--- config.mk ---
export PLATFORM = sky130hd
export DESIGN_NAME = uart_signal_rx
export DESIGN_NICKNAME = d
export VERILOG_FILES = /design/src/rtl/uart_signal_rx.sv
export SDC_FILE = /design/constraint.sdc
export NUM_CORES = 1
export LEC_CHECK = 0
export CAP_MARGIN = 20
export CORE_AREA = 3 3 128 130
export DETAILED_ROUTE_END_ITERATION = 10
export DIE_AREA = 0 0 131 133
export MAX_ROUTING_LAYER = met4
export PLACE_DENSITY = 0.58
export REMOVE_ABC_BUFFERS = 1
export SLEW_MARGIN = 5
export SYNTH_ARGS = -nofsm -noshare
export SYNTH_HDL_FRONTEND = slang
export SYNTH_SLANG_ARGS = --single-unit
--- constraint.sdc ---
create_clock -name clk -period 3.5 [get_ports clk]
set_input_delay 0.875 -clock clk [delete_from_list [all_inputs] [get_ports clk]]
set_output_delay 0.875 -clock clk [all_outputs]
set_load 0.01 [all_outputs]
--- src/rtl/uart_signal_rx.sv ---
// uart_signal_rx: receive-side framer for the signal link.
// Parses the UART RX byte stream into 32-bit big-endian words framed as
// SOM, b3, b2, b1, b0, EOM. It presents the last good word with a one-cycle
// strobe, and pulses frame_error when a frame is aborted.
// Optional feature macro: SIGNAL_RX_ERR_CNT_EN adds a saturating
// err_count[15:0] output that counts frame_error pulses.
//
// Handshake: a byte transfers on every rising edge where from_uart_valid and
// from_uart_ready are both high. from_uart_ready is held high whenever the
// block is out of reset, so the block never stalls. from_uart_error qualifies
// only the byte presented in that same cycle.
module uart_signal_rx #(
  parameter logic [7:0]  SOM_BYTE       = 8'h73,
  parameter logic [7:0]  EOM_BYTE       = 8'h65,
  parameter logic [31:0] TIMEOUT_CYCLES = 32'd500000
) (
  input  logic        clk,
  input  logic        rst_n,
  input  logic [7:0]  from_uart_data,
  input  logic        from_uart_error,
  input  logic        from_uart_valid,
  output logic        from_uart_ready,
  output logic [31:0] signal,
  output logic        signal_valid,
  output logic        frame_error,
  output logic        busy,
`ifdef SIGNAL_RX_ERR_CNT_EN
  output logic [15:0] err_count,
`endif
  output logic [2:0]  state_dbg
);

  typedef enum logic [2:0] {
    ST_HUNT = 3'd0,
    ST_B3   = 3'd1,
    ST_B2   = 3'd2,
    ST_B1   = 3'd3,
    ST_B0   = 3'd4,
    ST_EOM  = 3'd5
  } state_t;

  state_t      state;
  logic [31:0] shadow;
  logic [31:0] tmo_cnt;
  logic        accept;
  logic        tmo_hit;
  logic        abort;

  assign accept    = from_uart_valid && from_uart_ready;
  // A timeout value of zero disables the inter-byte watchdog entirely.
  assign tmo_hit   = (TIMEOUT_CYCLES != 32'd0) && (tmo_cnt == TIMEOUT_CYCLES - 32'd1);
  assign state_dbg = state;

  // Any abort: a UART error inside a frame, a bad EOM byte, or an inter-byte
  // timeout. A byte accepted in the timeout cycle takes priority over the timeout.
  always_comb begin
    abort = 1'b0;
    if (accept) begin
      if (from_uart_error)
        abort = (state != ST_HUNT);
      else
        abort = (state == ST_EOM) && (from_uart_data != EOM_BYTE);
    end else begin
      abort = (state != ST_HUNT) && tmo_hit;
    end
  end

  // Framing FSM, shadow word, inter-byte timeout and registered outputs.
  always_ff @(posedge clk or negedge rst_n) begin
    if (!rst_n) begin
      state           <= ST_HUNT;
      shadow          <= 32'd0;
      tmo_cnt         <= 32'd0;
      from_uart_ready <= 1'b0;
      signal          <= 32'd0;
      signal_valid    <= 1'b0;
      frame_error     <= 1'b0;
      busy            <= 1'b0;
    end else begin
      from_uart_ready <= 1'b1;
      signal_valid    <= 1'b0;
      frame_error     <= abort;
      if (accept) begin
        tmo_cnt <= 32'd0;
        if (from_uart_error) begin
          // Corrupted byte: drop it. Inside a frame this also drops the frame.
          if (state != ST_HUNT) begin
            state <= ST_HUNT;
            busy  <= 1'b0;
          end
        end else begin
          case (state)
            ST_HUNT: begin
              if (from_uart_data == SOM_BYTE) begin
                state <= ST_B3;
                busy  <= 1'b1;
              end
            end
            ST_B3: begin
              shadow[31:24] <= from_uart_data;
              state         <= ST_B2;
            end
            ST_B2: begin
              shadow[23:16] <= from_uart_data;
              state         <= ST_B1;
            end
            ST_B1: begin
              shadow[15:8] <= from_uart_data;
              state        <= ST_B0;
            end
            ST_B0: begin
              shadow[7:0] <= from_uart_data;
              state       <= ST_EOM;
            end
            ST_EOM: begin
              if (from_uart_data == EOM_BYTE) begin
                signal       <= shadow;
                signal_valid <= 1'b1;
                state        <= ST_HUNT;
                busy         <= 1'b0;
              end else if (from_uart_data == SOM_BYTE) begin
                // The bad terminator is the start of a new frame.
                state <= ST_B3;
                busy  <= 1'b1;
              end else begin
                state <= ST_HUNT;
                busy  <= 1'b0;
              end
            end
            default: begin
              state <= ST_HUNT;
              busy  <= 1'b0;
            end
          endcase
        end
      end else if (state == ST_HUNT) begin
        tmo_cnt <= 32'd0;
      end else if (tmo_hit) begin
        tmo_cnt <= 32'd0;
        state   <= ST_HUNT;
        busy    <= 1'b0;
      end else begin
        tmo_cnt <= tmo_cnt + 32'd1;
      end
    end
  end

`ifdef SIGNAL_RX_ERR_CNT_EN
  // Saturating count of aborted frames, which tracks frame_error edge for edge.
  always_ff @(posedge clk or negedge rst_n) begin
    if (!rst_n)
      err_count <= 16'd0;
    else if (abort && (err_count != 16'hFFFF))
      err_count <= err_count + 16'd1;
  end
`endif

endmodule
==> impl_metrics.env, run 1 <==
export IMPL_fmax_ghz=0.347
export IMPL_start_util_pct=30.0
export IMPL_synthMostInstantiatedCell="dfrtp_1"
export IMPL_num_vias=3178
export IMPL_ys_flop_type="dfrtp_1"
export IMPL_drt_iter0_drc=123
export IMPL_ios=51
export IMPL_drc=0
export IMPL_finalWeightedCongestion=0.834
export IMPL_grt_pass1_wl_um=16700
export IMPL_cts_made_buffers=9
export IMPL_hpwlAfterDp_um=7180
export IMPL_syn_area_per_cell_um2=12.2
export IMPL_routed_wl_um=9980
export IMPL_synth_edf_count=0
export IMPL_met2_usage_pct=19.6
export IMPL_fin_nets=441
export IMPL_cp_start_kind="input pin"
export IMPL_p_seq_share_pct=53.8
export IMPL_synth_largest_area_cell="dfrtp_1"
export IMPL_worstHoldPathType="flop to flop"
export IMPL_setup_tns_final_ns=0
export IMPL_syn_area_mm2=0.00458
export IMPL_grt_max_degree=59
export IMPL_ir_drop_uv=211
export IMPL_yosysUniqueCellTypes=47
export IMPL_end_kind="flop"
export IMPL_crit_type="input pin to flop"
export IMPL_cts_resized=0
export IMPL_viasPerCell=4.93
export IMPL_fin_crit_sh_pct=82.4
export IMPL_cts_root_buf="clkbuf_16"
export IMPL_p_leak_nw=2.39
export IMPL_groute_layer_met1_usage_pct=15.9
export IMPL_drtPass1Iterations=4
export IMPL_clkLatencyLatePin_ns=0.35
export IMPL_dieArea_mm2=0.0174
export IMPL_grt_pass1_vias=3221
export IMPL_h_tree_depth=3
export IMPL_synth_warnings=0
export IMPL_fin_crit_ns=2.88
export IMPL_slew_violations=0
export IMPL_placementRows=45
export IMPL_crit_arrival_ns=3.11
export IMPL_critPathMaxFanout=15
export IMPL_seq_area_frac_synth_pct=56.3
export IMPL_finalSetupViolations=0
export IMPL_synthTopCellsByArea="dfrtp_1 56%, mux2_2 16%, or4_1 2.5%, a21oi_1 2.4%, nand4_1 2.0%"
export IMPL_clkTransAtPathRegs_ns=0.07
export IMPL_grt_usage_pct=12.4
export IMPL_busiest_layer="met2"
export IMPL_cp_required_ns=3.73
export IMPL_cts_hold_fix_buffers=0
export IMPL_antenna_found_initial=0
export IMPL_relSlewSlack_pct=49.5
export IMPL_cts_tree="built"
export IMPL_met3_usage_pct=2.99
export IMPL_port_buffers=50
export IMPL_syn_to_final_growth_pct=22.6
export IMPL_rsz0062_at_grt="no"
export IMPL_clock_path_buffers=2
export IMPL_skew_ns=0.00548
export IMPL_ys_ff_latch=103
export IMPL_clkPwrFrac_pct=43.3
export IMPL_cts_num_sinks=103
export IMPL_synth_top_cell_area_share_pct=56.3
export IMPL_worst_slew_pin_slew_ns=0.757
export IMPL_async_flop_share_pct=100
export IMPL_ant_nets=0
export IMPL_gr_total_overflow=0
export IMPL_crit_chain="clkdlybuf4s50_1, nor4bb_1, nand3_1, nor3_4, buf_4, mux2_2"
export IMPL_die_y_um=133
export IMPL_critPathSlowestCell="clkdlybuf4s50_1"
export IMPL_power_frac_comb_pct=2.9
export IMPL_drive_gt1_share_pct=23.1
export IMPL_powerDensity_mw_per_mm2=396
export IMPL_switching_share_pct=22.8
export IMPL_cpPeakStageDelay_ns=0.56
export IMPL_synth_commonest_cells="103 x dfrtp_1, 64 x mux2_2, 22 x a21oi_1"
export IMPL_maxCapViolations=0
export IMPL_routedWlPerCell_um=15.5
export IMPL_crit_family="simple AND/OR/NAND/NOR gates"
export IMPL_coreArea_mm2=0.0153
export IMPL_hold_viol_final=0
export IMPL_switchingPower_uw=508
export IMPL_status="complete, no violations"
export IMPL_internal_power_mw=1.72
export IMPL_finalPower_mw=2.22
export IMPL_die_width_um=131
export IMPL_crit_buf_inv=2
export IMPL_post_cts_buffers=0
export IMPL_diodes=0
export IMPL_synth_cells=375
-- flip-flops by register name, summed over array words and instances (netlist names) --
name,cells
signal,32
frame_error,1
shadow,32
from_uart_ready,1
state_dbg,3
tmo_cnt,32
busy,1
signal_valid,1
-- cell families after synthesis --
kind of cell               count (synthesis)  synth area share, %
and+or+nand+nor                          121                 15.8
xor gates and xnor gates                  12                 2.29
adders and majority gates                  1                0.273
other                                      1               0.0819
buffers and inverters                     23                 2.73
DFF                                      103                 56.3
muxes                                     64                 15.7
AOI/OAI and AO/OA                         50                 6.83
-- power groups by stage --
stage	sequential, mW	combinational (mW)	clock, mW
final	1.20	0.0635	0.964
after global routing	1.20	0.0724	1.06
after CTS	1.20	0.0667	0.999
after detailed placement	1.22	0.0664	0
after global placement	1.22	0.0657	0
after floorplan	1.22	0.0123	0
-- area by class of cell --
type | instances | area [µm²]
tap | 211 | 264
fill | 1457 | 9640
clock inverter | 7 | 66.3
multi-input combinational | 249 | 1880
sequential | 103 | 2580
inverter | 6 | 22.5
timing repair buffer | 59 | 578
clock buffer | 9 | 225
-- final timing paths --
check                                   from          end  slack [ns]  depth (start not counted)
setup / recovery           from_uart_data[6]   signal[16]        0.62                          6
hold / removal                    tmo_cnt[0]   tmo_cnt[0]        0.50                          1
min in group asynchronous              rst_n    shadow[5]        0.60                          1
max in group asynchronous              rst_n    shadow[7]        2.21                          2
setup reg to reg                 tmo_cnt[19]  tmo_cnt[10]        0.89                          5
hold reg to reg                   tmo_cnt[0]   tmo_cnt[0]        0.50                          1
-- worst reg2reg max path, delay by kind of cell (launching register included) --
kind            cells  cell delay [ns]
simple gates        3             1.17
buf+inv             1             0.35
flops               1             0.46
compound gates      1             0.51
-- cells in the final DEF, fill, tap and decap left out, types with 7 or more instances in the layout --
master,synthesis,layout
or4_1,15,15
mux2_2,64,64
buf_4,2,9
nor2_1,18,18
or3_1,9,9
nor4_1,7,7
nand2_1,14,14
dfrtp_1,103,103
a21oi_1,22,22
o21ai_0,11,11
nand3_1,14,14
o31ai_1,9,9
nand4_1,15,15
clkbuf_16,0,9
clkdlybuf4s50_1,0,49
-- metal layers --
metal | vias to the layer above | wire length, µm | part of all wire [%]
met3 | 10 | 416 | 4.2
met2 | 67 | 4890 | 49
met5 | - | 0 | 0
met1 | 1597 | 4540 | 46
li1 | 1504 | - | -
met4 | 0 | 127 | 1.3
-- metrics by stage --
step	std cells	util (%)	hold WS, ns	area (µm²)	setup WS [ns]
after floorplan	358	-	0.455	4480	0.251
after global placement	628	34.9	0.478	5330	0.421
after detailed placement	628	34.9	0.487	5330	0.328
after CTS	644	36.8	0.498	5620	0.691
after global routing	644	36.8	0.516	5620	0.569
final	644	36.8	0.495	5620	0.616
Power figures use the tool's default switching activity.
==> run 2: changes to the inputs <==
--- a/config.mk
+++ b/config.mk
@@ -10,7 +10,7 @@
 export DETAILED_ROUTE_END_ITERATION = 10
 export DIE_AREA = 0 0 131 133
 export MAX_ROUTING_LAYER = met4
-export PLACE_DENSITY = 0.58
+export PLACE_DENSITY = 0.6
 export REMOVE_ABC_BUFFERS = 1
 export SLEW_MARGIN = 5
 export SYNTH_ARGS = -nofsm -noshare
==> constraint.sdc (replaced) <==
create_clock -name clk -period 2.35 [get_ports clk]
set_input_delay 0.5875 -clock clk [delete_from_list [all_inputs] [get_ports clk]]
set_output_delay 0.5875 -clock clk [all_outputs]
set_load 0.01 [all_outputs]
==> run 2 against run 1 <==
Clock skew up 0.0046 ns. Non-clock buffer count is 27 higher. First-iteration DRC count is 1.6% higher. Design area is 4.8% higher. Final cell count up 4.2%. Sequential share of layout area down 2.1 points. Die area is the same. Power increased by 51%. Clock power increased by 50%. Routed wire length increased by 5.1%. Largest cell class unchanged. Worst setup slack got worse by 0.55 ns.
==> impl_metrics.env, run 2 (same netlist as run 1, synthesis figures left out) <==
export IMPL_status="complete, no violations"
export IMPL_busiest_layer="met2"
export IMPL_crit_start="from_uart_data[6]"
export IMPL_cts_made_buffers=9
export IMPL_cp_required_ns=2.59
export IMPL_powerDensity_mw_per_mm2=569
export IMPL_drc=0
export IMPL_clkPwrFrac_pct=43.4
export IMPL_cp_depth=7
export IMPL_cts_num_sinks=103
export IMPL_placementRows=45
export IMPL_h_tree_depth=3
export IMPL_worstHoldPathType="input pin to asynchronous set/reset pin"
export IMPL_finalWeightedCongestion=0.857
export IMPL_fin_crit_ns=2.28
export IMPL_coreArea_mm2=0.0153
export IMPL_crit_chain="clkdlybuf4s50_1, nor4bb_4, buf_4, nand3_2, nor3_4, clkbuf_16, mux2_2"
export IMPL_met3_usage_pct=3.71
export IMPL_ir_drop_uv=301
export IMPL_hold_viol_final=0
export IMPL_r2r_slack_ns=0.13
export IMPL_ant_nets=0
export IMPL_drt_iter0_drc=125
export IMPL_switchingPower_uw=779
export IMPL_cts_root_buf="clkbuf_16"
export IMPL_groute_layer_met1_usage_pct=16.8
export IMPL_fin_crit_sh_pct=97.2
export IMPL_end_kind="flop"
export IMPL_placed_area_mm2=0.00554
export IMPL_slew_violations=0
export IMPL_crit_type="input pin to flop"
export IMPL_fin_nets=468
export IMPL_cpPeakStageDelay_ns=0.48
export IMPL_final_common_cell="dfrtp_1"
export IMPL_crit_buf_inv=3
export IMPL_cts_hold_fix_buffers=0
export IMPL_largestRegisters="shadow: 32 flops, signal: 32 flops, tmo_cnt: 32 flops"
export IMPL_layout_common_cells="103 x dfrtp_1, 64 x mux2_2, 49 x clkdlybuf4s50_1, 31 x buf_4, 22 x a21oi_1"
export IMPL_finalPower_mw=3.35
export IMPL_met2_usage_pct=19.3
export IMPL_stdcell_area_mm2=0.00589
export IMPL_rsz0062_at_grt="no"
export IMPL_hpwlAfterDp_um=7470
export IMPL_internal_power_mw=2.57
export IMPL_pre_cts_ws_ns=-0.347
export IMPL_syn_to_final_growth_pct=28.5
export IMPL_critPathMaxFanout=7
export IMPL_antenna_found_initial=0
export IMPL_p_leak_nw=2.55
export IMPL_n_fill_cell=1456
export IMPL_reg2reg_to="state_dbg[2]"
export IMPL_gr_total_overflow=0
export IMPL_diodes=0
export IMPL_critPathSlowestCell="clkdlybuf4s50_1"
export IMPL_fmax_ghz=0.438
export IMPL_crit_family="buffers and inverters"
export IMPL_skew_ns=0.0101
export IMPL_endpoint="signal[7]"
export IMPL_fin_util_pct=38.6
export IMPL_port_buffers=50
export IMPL_viasPerCell=4.89
export IMPL_maxCapViolations=0
export IMPL_r2r_cells=4
export IMPL_grt_usage_pct=12.8
export IMPL_grt_pass1_vias=3235
export IMPL_power_frac_comb_pct=3.4
export IMPL_cts_tree="built"
export IMPL_clkLatencyLatePin_ns=0.36
export IMPL_routed_wl_um=10500
export IMPL_routedWlPerCell_um=15.6
export IMPL_ios=51
export IMPL_start_util_pct=30.0
export IMPL_die_y_um=133
export IMPL_drive_gt1_share_pct=28.0
export IMPL_switching_share_pct=23.3
export IMPL_drtPass1Iterations=4
export IMPL_r2r_start="tmo_cnt[23]"
export IMPL_grt_max_degree=41
export IMPL_crit_arrival_ns=2.53
export IMPL_cp_start_kind="input pin"
export IMPL_dieArea_mm2=0.0174
export IMPL_die_width_um=131
export IMPL_grt_pass1_wl_um=17100
export IMPL_num_vias=3282
export IMPL_finalSetupViolations=0
export IMPL_p_seq_share_pct=53.3
export IMPL_holdWs_ns=0.155
export IMPL_clkTransAtPathRegs_ns=0.07
export IMPL_setup_slack_ns=0.0661
export IMPL_clock_path_buffers=2
-- run 2: per-stage QoR --
| stage | instances | TNS (ns) |
|---|---|---|
| 2_1_floorplan | 358 | -20.11 |
| 3_3_place_gp | 653 | -11.39 |
| 3_5_place_dp | 653 | -11.04 |
| 4_1_cts | 669 | 0 |
| 5_1_grt | 671 | 0 |
| 6_report | 671 | 0 |
-- run 2: repair_timing --
action	CTS	global route
endpoints found under the hold margin	0	0
setup buffers	0	0
resized for setup	0	4
setup endpoints to repair	0	27
-- run 2: worst min-delay path by stage --
stage	start	end	slack [ns]	depth (start not counted)
after CTS	rst_n	signal[11]	0.15	1
after global routing	rst_n	shadow[1]	0.16	1
after floorplan	rst_n	busy	0.29	0
final	rst_n	shadow[1]	0.15	1
after global placement	tmo_cnt[0]	tmo_cnt[0]	0.47	1
after detailed placement	tmo_cnt[0]	tmo_cnt[0]	0.48	1
-- run 2: cell type report --
type	instances	area (µm²)	area share, %
sequential	103	2580	43.8
multi-input combinational	249	1900	32.4
timing repair buffer	86	831	14.1
tap	211	264	4.49
clock buffer	9	225	3.83
clock inverter	7	61.3	1.04
inverter	6	22.5	0.383
-- run 2: routing by layer --
layer  share of wire [%]  vias up
met5                   0        -
met4                 1.5        0
met3                 5.1       14
met2                  47       80
met1                  46     1630
li1                    -     1558
-- run 2: power by group through the flow --
stage / registers [mW] / logic (mW) / clock network, mW
after global placement: 1.82 / 0.111 / 0
after CTS: 1.78 / 0.114 / 1.49
after floorplan: 1.82 / 0.0183 / 0
after detailed placement: 1.82 / 0.114 / 0
final: 1.78 / 0.113 / 1.45
after global routing: 1.78 / 0.127 / 1.57
